$ cat src/rtl/mem_arb_pkg.sv
// mem_arb_pkg: shared state/owner types and the system address map used by
// the memory port arbiter.
package mem_arb_pkg;

  typedef enum logic {
    IDLE   = 1'b0,
    ACCESS = 1'b1
  } arb_state_t;

  typedef enum logic {
    OWN_CPU = 1'b0,
    OWN_STR = 1'b1
  } arb_owner_t;

  // System address map (word addresses)
  localparam int unsigned RAM_BASE_ADDR = 120000;
  localparam int unsigned RAM_LAST_ADDR = 240999;
  localparam int unsigned SW_BASE_ADDR  = 241000;
  localparam int unsigned GPIO_ADDR     = 241021;

  // Width of the streamer RAM offset
  localparam int unsigned STR_ADDR_W = 17;

endpackage

$ cat src/rtl/mem_arb_starve_ctr.sv
// mem_arb_starve_ctr: saturating count of CPU grants given while the frame
// streamer was waiting. win_o tells the arbiter the streamer must go next.
module mem_arb_starve_ctr #(
  parameter int unsigned STARVE_MAX = 8
) (
  input  logic clk,
  input  logic rst_n,
  input  logic inc_i,
  input  logic clr_i,
  output logic win_o
);

  localparam int unsigned CNT_W = (STARVE_MAX < 1) ? 1 : $clog2(STARVE_MAX + 1);

  logic [CNT_W-1:0] cnt_q, cnt_d;

  // Clear has precedence; increments stop at STARVE_MAX.
  always_comb begin
    cnt_d = cnt_q;
    if (clr_i) begin
      cnt_d = '0;
    end else if (inc_i && (cnt_q != CNT_W'(STARVE_MAX))) begin
      cnt_d = cnt_q + CNT_W'(1);
    end
  end

  // Counter register.
  always_ff @(posedge clk or negedge rst_n) begin
    if (!rst_n) begin
      cnt_q <= '0;
    end else begin
      cnt_q <= cnt_d;
    end
  end

  assign win_o = (cnt_q == CNT_W'(STARVE_MAX));

endmodule

$ cat src/rtl/mem_port_arbiter.sv
// mem_port_arbiter: shares the single MemoryController port between the CPU
// load/store unit (priority) and the read-only frame streamer. One access is
// outstanding at a time: IDLE arbitrates, ACCESS holds the address for
// MEM_LAT+1 cycles and captures read data on the last one.
// Build option: define ARB_FAIR_EN to add the streamer anti-starvation guard.
module mem_port_arbiter
  import mem_arb_pkg::*;
#(
  parameter int unsigned DATA_W     = 128,
  parameter int unsigned MEM_LAT    = 1,
  parameter int unsigned RAM_BASE   = RAM_BASE_ADDR,
  parameter int unsigned RAM_WORDS  = RAM_LAST_ADDR - RAM_BASE_ADDR + 1,
  parameter int unsigned STARVE_MAX = 8
) (
  input  logic                  clk,
  input  logic                  rst_n,
  input  logic                  cpu_req,
  input  logic                  cpu_we,
  input  logic                  cpu_vf,
  input  logic [DATA_W-1:0]     cpu_addr,
  input  logic [DATA_W-1:0]     cpu_wd,
  output logic                  cpu_gnt,
  output logic                  cpu_rvalid,
  output logic [DATA_W-1:0]     cpu_rd,
  input  logic                  str_req,
  input  logic [STR_ADDR_W-1:0] str_addr,
  output logic                  str_gnt,
  output logic                  str_rvalid,
  output logic                  str_err,
  output logic [DATA_W-1:0]     str_rd,
  output logic                  mem_we,
  output logic                  mem_vf,
  output logic [DATA_W-1:0]     mem_addr,
  output logic [DATA_W-1:0]     mem_wd,
  input  logic [DATA_W-1:0]     mem_rd,
  output logic                  busy
);

  localparam int unsigned LAT_W = $clog2(MEM_LAT + 1);

  arb_state_t        state_q, state_d;
  arb_owner_t        owner_q, owner_d;
  logic [LAT_W-1:0]  lat_cnt_q, lat_cnt_d;
  logic [DATA_W-1:0] addr_q, addr_d;
  logic [DATA_W-1:0] wd_q, wd_d;
  logic              we_q, we_d;
  logic              vf_q, vf_d;
  logic              err_pend_q, err_pend_d;
  logic              cpu_gnt_q, cpu_gnt_d;
  logic              str_gnt_q, str_gnt_d;
  logic              cpu_rvalid_q, cpu_rvalid_d;
  logic              str_rvalid_q, str_rvalid_d;
  logic              str_err_q, str_err_d;
  logic [DATA_W-1:0] cpu_rd_q, cpu_rd_d;
  logic [DATA_W-1:0] str_rd_q, str_rd_d;

  logic              arbitrate;
  logic              cpu_sel;
  logic              str_sel;
  logic              str_oob;
  logic [DATA_W-1:0] str_mem_addr;

  // An out-of-range streamer grant leaves the FSM in IDLE for one cycle while
  // its error completion is pending; arbitration is held off during that cycle
  // so the still-asserted str_req is not granted twice.
  assign arbitrate    = (state_q == IDLE) && !err_pend_q;
  assign str_oob      = (32'(str_addr) >= RAM_WORDS);
  assign str_mem_addr = DATA_W'(RAM_BASE) + DATA_W'(str_addr);

`ifdef ARB_FAIR_EN
  logic starve_win;

  mem_arb_starve_ctr #(
    .STARVE_MAX(STARVE_MAX)
  ) u_starve_ctr (
    .clk   (clk),
    .rst_n (rst_n),
    .inc_i (arbitrate && cpu_sel && str_req),
    .clr_i ((arbitrate && str_sel) || ((state_q == IDLE) && !str_req)),
    .win_o (starve_win)
  );

  assign cpu_sel = cpu_req && !(starve_win && str_req);
`else
  assign cpu_sel = cpu_req;
`endif

  assign str_sel = str_req && !cpu_sel;

  // Next-state, latching of the winning request and completion pulses.
  always_comb begin
    state_d      = state_q;
    owner_d      = owner_q;
    lat_cnt_d    = lat_cnt_q;
    addr_d       = addr_q;
    wd_d         = wd_q;
    we_d         = we_q;
    vf_d         = vf_q;
    err_pend_d   = 1'b0;
    cpu_gnt_d    = 1'b0;
    str_gnt_d    = 1'b0;
    cpu_rvalid_d = 1'b0;
    str_rvalid_d = 1'b0;
    str_err_d    = 1'b0;
    cpu_rd_d     = cpu_rd_q;
    str_rd_d     = str_rd_q;

    case (state_q)
      IDLE: begin
        if (err_pend_q) begin
          str_rvalid_d = 1'b1;
          str_err_d    = 1'b1;
          str_rd_d     = '0;
        end else if (cpu_sel) begin
          state_d   = ACCESS;
          owner_d   = OWN_CPU;
          lat_cnt_d = '0;
          addr_d    = cpu_addr;
          wd_d      = cpu_wd;
          we_d      = cpu_we;
          vf_d      = cpu_vf;
          cpu_gnt_d = 1'b1;
        end else if (str_sel) begin
          str_gnt_d = 1'b1;
          if (str_oob) begin
            err_pend_d = 1'b1;
          end else begin
            state_d   = ACCESS;
            owner_d   = OWN_STR;
            lat_cnt_d = '0;
            addr_d    = str_mem_addr;
            wd_d      = '0;
            we_d      = 1'b0;
            vf_d      = 1'b0;
          end
        end
      end
      ACCESS: begin
        if (lat_cnt_q == LAT_W'(MEM_LAT)) begin
          state_d   = IDLE;
          lat_cnt_d = '0;
          if (owner_q == OWN_CPU) begin
            cpu_rd_d     = mem_rd;
            cpu_rvalid_d = 1'b1;
          end else begin
            str_rd_d     = mem_rd;
            str_rvalid_d = 1'b1;
          end
        end else begin
          lat_cnt_d = lat_cnt_q + LAT_W'(1);
        end
      end
      default: state_d = IDLE;
    endcase
  end

  // State and data registers; reset drops any access in flight.
  always_ff @(posedge clk or negedge rst_n) begin
    if (!rst_n) begin
      state_q      <= IDLE;
      owner_q      <= OWN_CPU;
      lat_cnt_q    <= '0;
      addr_q       <= '0;
      wd_q         <= '0;
      we_q         <= 1'b0;
      vf_q         <= 1'b0;
      err_pend_q   <= 1'b0;
      cpu_gnt_q    <= 1'b0;
      str_gnt_q    <= 1'b0;
      cpu_rvalid_q <= 1'b0;
      str_rvalid_q <= 1'b0;
      str_err_q    <= 1'b0;
      cpu_rd_q     <= '0;
      str_rd_q     <= '0;
    end else begin
      state_q      <= state_d;
      owner_q      <= owner_d;
      lat_cnt_q    <= lat_cnt_d;
      addr_q       <= addr_d;
      wd_q         <= wd_d;
      we_q         <= we_d;
      vf_q         <= vf_d;
      err_pend_q   <= err_pend_d;
      cpu_gnt_q    <= cpu_gnt_d;
      str_gnt_q    <= str_gnt_d;
      cpu_rvalid_q <= cpu_rvalid_d;
      str_rvalid_q <= str_rvalid_d;
      str_err_q    <= str_err_d;
      cpu_rd_q     <= cpu_rd_d;
      str_rd_q     <= str_rd_d;
    end
  end

  assign busy       = (state_q == ACCESS);
  assign mem_addr   = busy ? addr_q : '0;
  assign mem_wd     = busy ? wd_q : '0;
  assign mem_vf     = busy && vf_q;
  assign mem_we     = busy && we_q && (lat_cnt_q == '0);
  assign cpu_gnt    = cpu_gnt_q;
  assign str_gnt    = str_gnt_q;
  assign cpu_rvalid = cpu_rvalid_q;
  assign str_rvalid = str_rvalid_q;
  assign str_err    = str_err_q;
  assign cpu_rd     = cpu_rd_q;
  assign str_rd     = str_rd_q;

endmodule

$ cat config.mk
export PLATFORM = sky130hd
export DESIGN_NAME = mem_port_arbiter
export DESIGN_NICKNAME = d
export VERILOG_FILES = /design/src/rtl/mem_arb_pkg.sv /design/src/rtl/mem_arb_starve_ctr.sv /design/src/rtl/mem_port_arbiter.sv
export SDC_FILE = /design/constraint.sdc
export NUM_CORES = 1
export LEC_CHECK = 0
export CAP_MARGIN = 20
export CORE_AREA = 10 10 353 355
export DETAILED_ROUTE_END_ITERATION = 6
export DIE_AREA = 0 0 363 365
export PLACE_DENSITY = 0.49
export SYNTH_ARGS = -nofsm -noshare
export SYNTH_HDL_FRONTEND = slang
export SYNTH_SLANG_ARGS = --single-unit
$ cat constraint.sdc
create_clock -name clk -period 4.7 [get_ports clk]
set_clock_uncertainty 0.15 [all_clocks]
set_input_delay 0.94 -clock clk [delete_from_list [all_inputs] [get_ports clk]]
set_output_delay 0.94 -clock clk [all_outputs]
set_load 0.005 [all_outputs]
==> results of run 1 <==
-- state kept, by name (all words and copies together) (netlist names) --
signal and flops:
cpu_gnt 1, str_rd 128, cpu_rvalid 1, str_gnt 1, lat_cnt_q 1, we_q 1
str_err 1, str_rvalid 1, vf_q 1, owner_q 1, busy 1, wd_q 128
addr_q 128, cpu_rd 128, err_pend_q 1
-- worst paths after layout --
| check | slack (ns) | endpoint | startpoint | cells past startpoint |
|---|---|---|---|---|
| max | 0.88 | mem_wd[57] | busy | 3 |
| min | 0.16 | str_rd[64] | rst_n | 1 |
| max reg2reg | 1.58 | str_rd[41] | busy | 5 |
| min in group clk | 0.31 | str_rd[126] | str_rd[126] | 2 |
| max in group asynchronous | 3.07 | addr_q[99] | rst_n | 2 |
| min reg2reg | 0.31 | str_rd[126] | str_rd[126] | 2 |
-- area by class of cell --
cell class                      count  area, um^2
Inverter                           55         216
Clock inverter                     24         380
Tap cell                         1536        1920
Antenna cell                       17        42.5
Clock buffer                       88        1830
Timing Repair Buffer              971        9810
Multi-Input combinational cell   1799        8520
Sequential cell                   523       13100
Fill cell                       12432       81600
-- cells by family (layout without fill, tap and decap cells) --
family / after synthesis / after routing / synth area share [%]
other cells: 0 / 17 / 0
simple gates: 1495 / 1495 / 28.7
xor+xnor: 7 / 7 / 0.272
fa+ha+maj: 2 / 2 / 0.111
mux: 74 / 74 / 3.43
buf+inv: 235 / 1138 / 4.24
compound gates: 221 / 221 / 5.13
flops: 523 / 523 / 58.1
-- layout by cell type (no fill, tap or decap), drive strengths merged, types with 2 or more instances in the layout --
master,Yosys,final
clkinv,1,12
nand3,129,129
and3,2,2
bufinv,0,7
ha,2,2
a21oi,2,2
dfrtp,523,523
inv,54,57
clkinvlp,0,3
clkdlybuf4s50,0,924
o31ai,2,2
nor2,5,5
a21o,2,2
o211a,2,2
xnor2,3,3
clkbuf,161,88
and2,258,258
o21ai,205,205
a21boi,2,2
mux2,25,25
diode,0,17
buf,19,47
nor3,3,3
mux2i,49,49
nor2b,3,3
nand2,1088,1088
o21a,2,2
xor2,4,4
-- metal layers --
metal	share of wire [%]	wire (um)
met1	39	43100
met2	47	51300
met3	11	11600
met4	3.3	3580
met5	0.11	122
-- metrics by stage --
step / power, mW / hold WS, ns
2_1_floorplan: 11.6 / 0.313
3_3_place_gp: 18.5 / 0.299
3_5_place_dp: 18.6 / 0.305
4_1_cts: 24.0 / 0.158
5_1_grt: 25.3 / 0.181
6_report: 23.6 / 0.158
-- power breakdown --
group / total (mW) / switching, mW / internal (mW)
Clock: 5.29 / 2.15 / 3.14
Sequential: 7.90 / 1.24 / 6.66
Combinational: 10.4 / 5.08 / 5.31
-- critical path, cell delays in order, from the launching register on --
cell and delay [ns]:
dfrtp_4 0.90, buf_4 0.35, and2_1 0.24, clkdlybuf4s50_1 0.54
==> results.ini, run 1 <==
[cells_and_area]
final_area_um2=35800
area_delta_synth_final_pct=59.0
post-route-util_pct=30.5
instances_no_fill=5013
nets=3826
drive_gt1_share_pct=5.20

[run]
cap_violations=0

[power_and_ir_drop]
p_leak_nw=16.0
p_per_area_nw_per_um2=659
vdd_drop_max_v=0.000288

[sta]
worstMarginPinSlew_ns=0.954
maxSlewHeadroom_pct=36.4
hold_viol_final=0
period_needed_ns=3.82
fmax_mhz=261
rsz0062_at_grt=no
report.final.slew_viol_count=0
finalWorstSetupSlack_ns=0.876
fin_tns_setup_ns=0
fin_crit_sh_pct=81.4
setup_viol=0

[die]
die_w_um=363
core_area_um2=117000
die_area_um2=132000
row_count=126
ios=927
fp.dieH_um=365
start_util_pct=19.2

[clocking]
clock_path_buffers=3
postCtsSetupRepairBufs=0
h-tree-depth=3
cts_sinks=523
root_buffer=clkbuf_16
clk_pin_slew_ns=0.06
tritoncts=yes
cts-resized-gates=0
clock_latency_ns=0.61
hold_buffers=0
numCtsBuffers=67

[worst_setup_path]
crit_type=flop to primary output
cp_data_required_time_ns=3.61
critPathCaptureType=primary output
cp.arrival_ns=2.73
worstPathMaxFanout=61
setup.worst_path.start_class=flop

[yosys]
synth_nets=2966
synthArstFlopShare_pct=100
synthTopCellsByCount=nand2_1 (1,088), dfrtp_1 (523), and2_1 (258)
synth.distinct_cells=43
synth.top_cell.area_share_pct=58.1
synth.most_common_cell=nand2_1
netlist_top_cells_area=dfrtp_1 (58%), nand2_1 (18%), and2_1 (7.2%), o21ai_0 (4.5%), nand3_1 (2.9%)
seq_area_frac_synth_pct=58.1
syn_avg_cell_area_um2=8.81
synth_area_leader_cell=dfrtp_1
yosysWarnings=0
syn_inst=2557
synth-main-ff-cell=dfrtp_1
synth_seq_cells=523
synth-edff-count=0
syn-cell-area_um2=22500

[run_status]
status=finished, violations left
violations=DRC

[global_routing]
grt_pass1_vias=21346
grt.met2_usage_pct=25.4
top_usage_layer=met2
grt_max_degree=162
grt_pass1_wl_um=156000
grtUsageMet1_pct=18.6
grt_overflow=0
grt_use_total_pct=15.8
grt_use_met3_pct=6.75
antenna_found_initial=28

[detailed_routing]
drt_iter0_markers=1304
num_vias=20616
routed_wl_um=110000
wl_per_cell_um=21.9
vias_per_cell=4.11
drtPass1Iterations=7
ant_nets=0
drcViolationCount=3

[placed_design]
hpwl_um=82200
gp_congestion=0.881
dp_slack_ns=1.10
place_area_um2=33600
place.port_buffers=926
place_inst=4884

[worst_hold_path]
min_path_type=input pin to asynchronous set/reset pin

Note: power is estimated with default switching activity, not from simulation.
==> run 2, diff against run 1 <==
- CORE_AREA: 10 10 353 355 -> 10 10 354 356
- DIE_AREA: 0 0 363 365 -> 0 0 364 366
- PLACE_DENSITY: 0.49 -> 0.5
- clock period: 4.7 -> 3.4 ns (I/O delays scaled with it)
==> run 2 against run 1 <==
Net effect:
- largest cell class unchanged
- worst hold slack better by 0.13 ns
- global-route usage down 0.065 points
- clock power up 25%
- final cell count up 0.90%
- register-to-register slack worse by 0.81 ns
- critical endpoint is now mem_addr[15]
- the run now ends clean
- sequential power up 38%
- largest power group unchanged
==> results.ini, run 2 (synthesis results as in run 1) <==
[power_and_ir_drop]
total_power_mw=32.3  ; +37%
clock_power_share_pct=20.5  ; -1.9 points
p_seq_share_pct=33.7  ; +0.2 points
p_per_area_nw_per_um2=894  ; +36%
swShare_pct=36.1  ; +0.21 points
p_leak_nw=16.2  ; +1.1%
combPwrFrac_pct=45.7  ; +1.6 points
vdd_drop_max_v=0.000433  ; +50%
power.switching_mw=11.7  ; +38%
p_int_mw=20.6  ; +36%

[clocking]
clock_path_buffers=3  ; unchanged
clk_pin_slew_ns=0.06  ; about the same
h-tree-depth=2  ; -1
clock_latency_ns=0.63  ; +0.02 ns
root_buffer=clkbuf_16
cts_sinks=523  ; unchanged
tritoncts=yes
postCtsSetupRepairBufs=0  ; unchanged
numCtsBuffers=61  ; -9.0%

[worst_setup_path]
cp.arrival_ns=2.44  ; -0.29 ns
cp_cell_sequence=buf_12, and2_2, clkdlybuf4s50_1
slowest_stage=clkdlybuf4s50_1
worstReg2RegStart=busy
critPathCaptureType=primary output
max_stage_delay_ns=0.59  ; -0.31 ns
worstPathMaxFanout=35  ; -43%
r2r-end=wd_q[8]
cp_data_required_time_ns=2.57  ; -1.04 ns
rrSetupSlack_ns=0.77  ; -0.81 ns
setup.worst_path.start_class=flop
crit_type=flop to primary output
r2r_cells=6  ; +1
critPathLaunch=busy

[cells_and_area]
final_cell_mix=nand2_1 (1,087), clkdlybuf4s50_1 (924), dfrtp_1 (522), and2_1 (257), o21ai_0 (204)
drive_gt1_share_pct=6.28  ; +1.1 points
fill_cells=12450  ; +0.14%
nets=3864  ; +0.99%
layout_commonest_cell=nand2_1
post-route-util_pct=30.7  ; +0.18 points
area_delta_synth_final_pct=60.3
final_area_um2=36100  ; +0.86%

[placed_design]
hpwl_um=84700  ; +3.1%
dp_slack_ns=-0.0481  ; -1.15 ns
place.port_buffers=926  ; unchanged
gp_congestion=0.861  ; -2.2%
place_area_um2=34000  ; +1.4%

[global_routing]
grt_use_total_pct=15.8  ; -0.065 points
grt_overflow=0  ; unchanged
grt_pass1_vias=21717  ; +1.7%
antenna_found_initial=32  ; +14%
grt_pass1_wl_um=158000  ; +0.79%
grt_max_degree=129  ; -20%

[detailed_routing]
drtPass1Iterations=6  ; -1
drcViolationCount=0  ; -3
wl_per_cell_um=21.8  ; -0.63%
met2_length_um=51900  ; +1.2%
num_vias=20901  ; +1.4%
top_layer_used=met5
ant_nets=0  ; unchanged
vias_per_cell=4.13  ; +0.48%
drt_iter0_markers=1505  ; +15%
met3_length_um=11200  ; -3.6%
routed_wl_um=110000  ; +0.26%
wl_met1_um=43000  ; -0.28%

[sta]
setup_viol=0  ; unchanged
maxSlewHeadroom_pct=40.6  ; +4.1 points
fmax_mhz=305
period_needed_ns=3.27
finalWorstSetupSlack_ns=0.125  ; -0.750 ns
hold_viol_final=0  ; unchanged
worstMarginPinSlew_ns=0.891  ; -0.0622 ns
fin_crit_sh_pct=96.3
report.final.slew_viol_count=0  ; unchanged
rsz0062_at_grt=no

[worst_hold_path]
min_path_type=input pin to flop
hp-start=cpu_req
whs_endpoint=addr_q[46]
hold_depth=3

[die]
start_util_pct=19.1  ; -0.051 points
fp.dieH_um=366  ; +0.27%
ios=927  ; unchanged
die_area_um2=133000  ; +0.55%
row_count=126  ; unchanged
core_area_um2=118000  ; +0.27%
die_w_um=364  ; +0.28%

[run_status]
status=finished, final reports clean

[run]
cap_violations=0  ; unchanged

run 2: cell count changes in the layout (fill, tap and decap cells not counted), sizes merged:
| cell | delta |
|---|---|
| dlygate4sd3 | +1 |
| bufinv | -5 |
| diode | +3 |
| buf | +43 |
| clkinvlp | -1 |
| clkinv | -2 |
| clkbuf | +6 |
run 2: worst max path at each step:
stage                               to  slack, ns  cells past startpoint
after floorplan             addr_q[10]       1.10                      7
after global placement      addr_q[40]      0.005                      9
after detailed placement      wd_q[26]      -0.05                      9
after CTS                 mem_addr[15]       0.02                      3
after global routing      mem_addr[15]      0.004                      3
final                     mem_addr[15]       0.13                      3
run 2: critical path: cells and delay by family, from the launching register on:
kind / cells / cell delay (ns)
buffers and inverters: 2 / 0.84
DFF: 1 / 0.54
and+or+nand+nor: 1 / 0.39
run 2: what timing repair did:
item,CTS,global route
hold buffers,1,0
hold endpoints to repair,39,0
setup endpoints to repair,1,0
gates resized for setup,1,0
run 2: power groups by stage:
stage / logic, mW / registers (mW) / clock network, mW
floorplan: 5.47 / 10.6 / 0
CTS: 15.1 / 10.9 / 6.85
global placement: 15.0 / 10.9 / 0
global route: 16.2 / 11.3 / 7.10
detailed placement: 15.1 / 11.0 / 0
finish: 14.8 / 10.9 / 6.63
run 2: area by class of cell:
| class | count | area (um^2) | share of cell area (%) |
|---|---|---|---|
| antenna | 20 | 50.0 | 0.139 |
| clock buffer | 94 | 1810 | 5.01 |
| clock inverter | 16 | 211 | 0.586 |
| inverter | 55 | 216 | 0.599 |
| multi-input combinational | 1799 | 8520 | 23.6 |
| sequential | 523 | 13100 | 36.3 |
| tap | 1536 | 1920 | 5.32 |
| timing repair buffer | 1015 | 10300 | 28.5 |
run 2: layer usage:
metal  track usage (%)  up-vias
li1                  -     9843
met1              17.9    10086
met2              25.8      782
met3              6.72      166
met4              6.54       24
met5                 0        -
run 2: metrics by stage:
step / setup TNS [ns] / hold slack [ns] / std cells
after floorplan: 0 / 0.234 / 2557
after global placement: 0 / 0.299 / 4927
after detailed placement: -0.695 / 0.305 / 4927
after CTS: 0 / 0.235 / 5038
after global routing: 0 / 0.255 / 5057
final: 0 / 0.286 / 5058
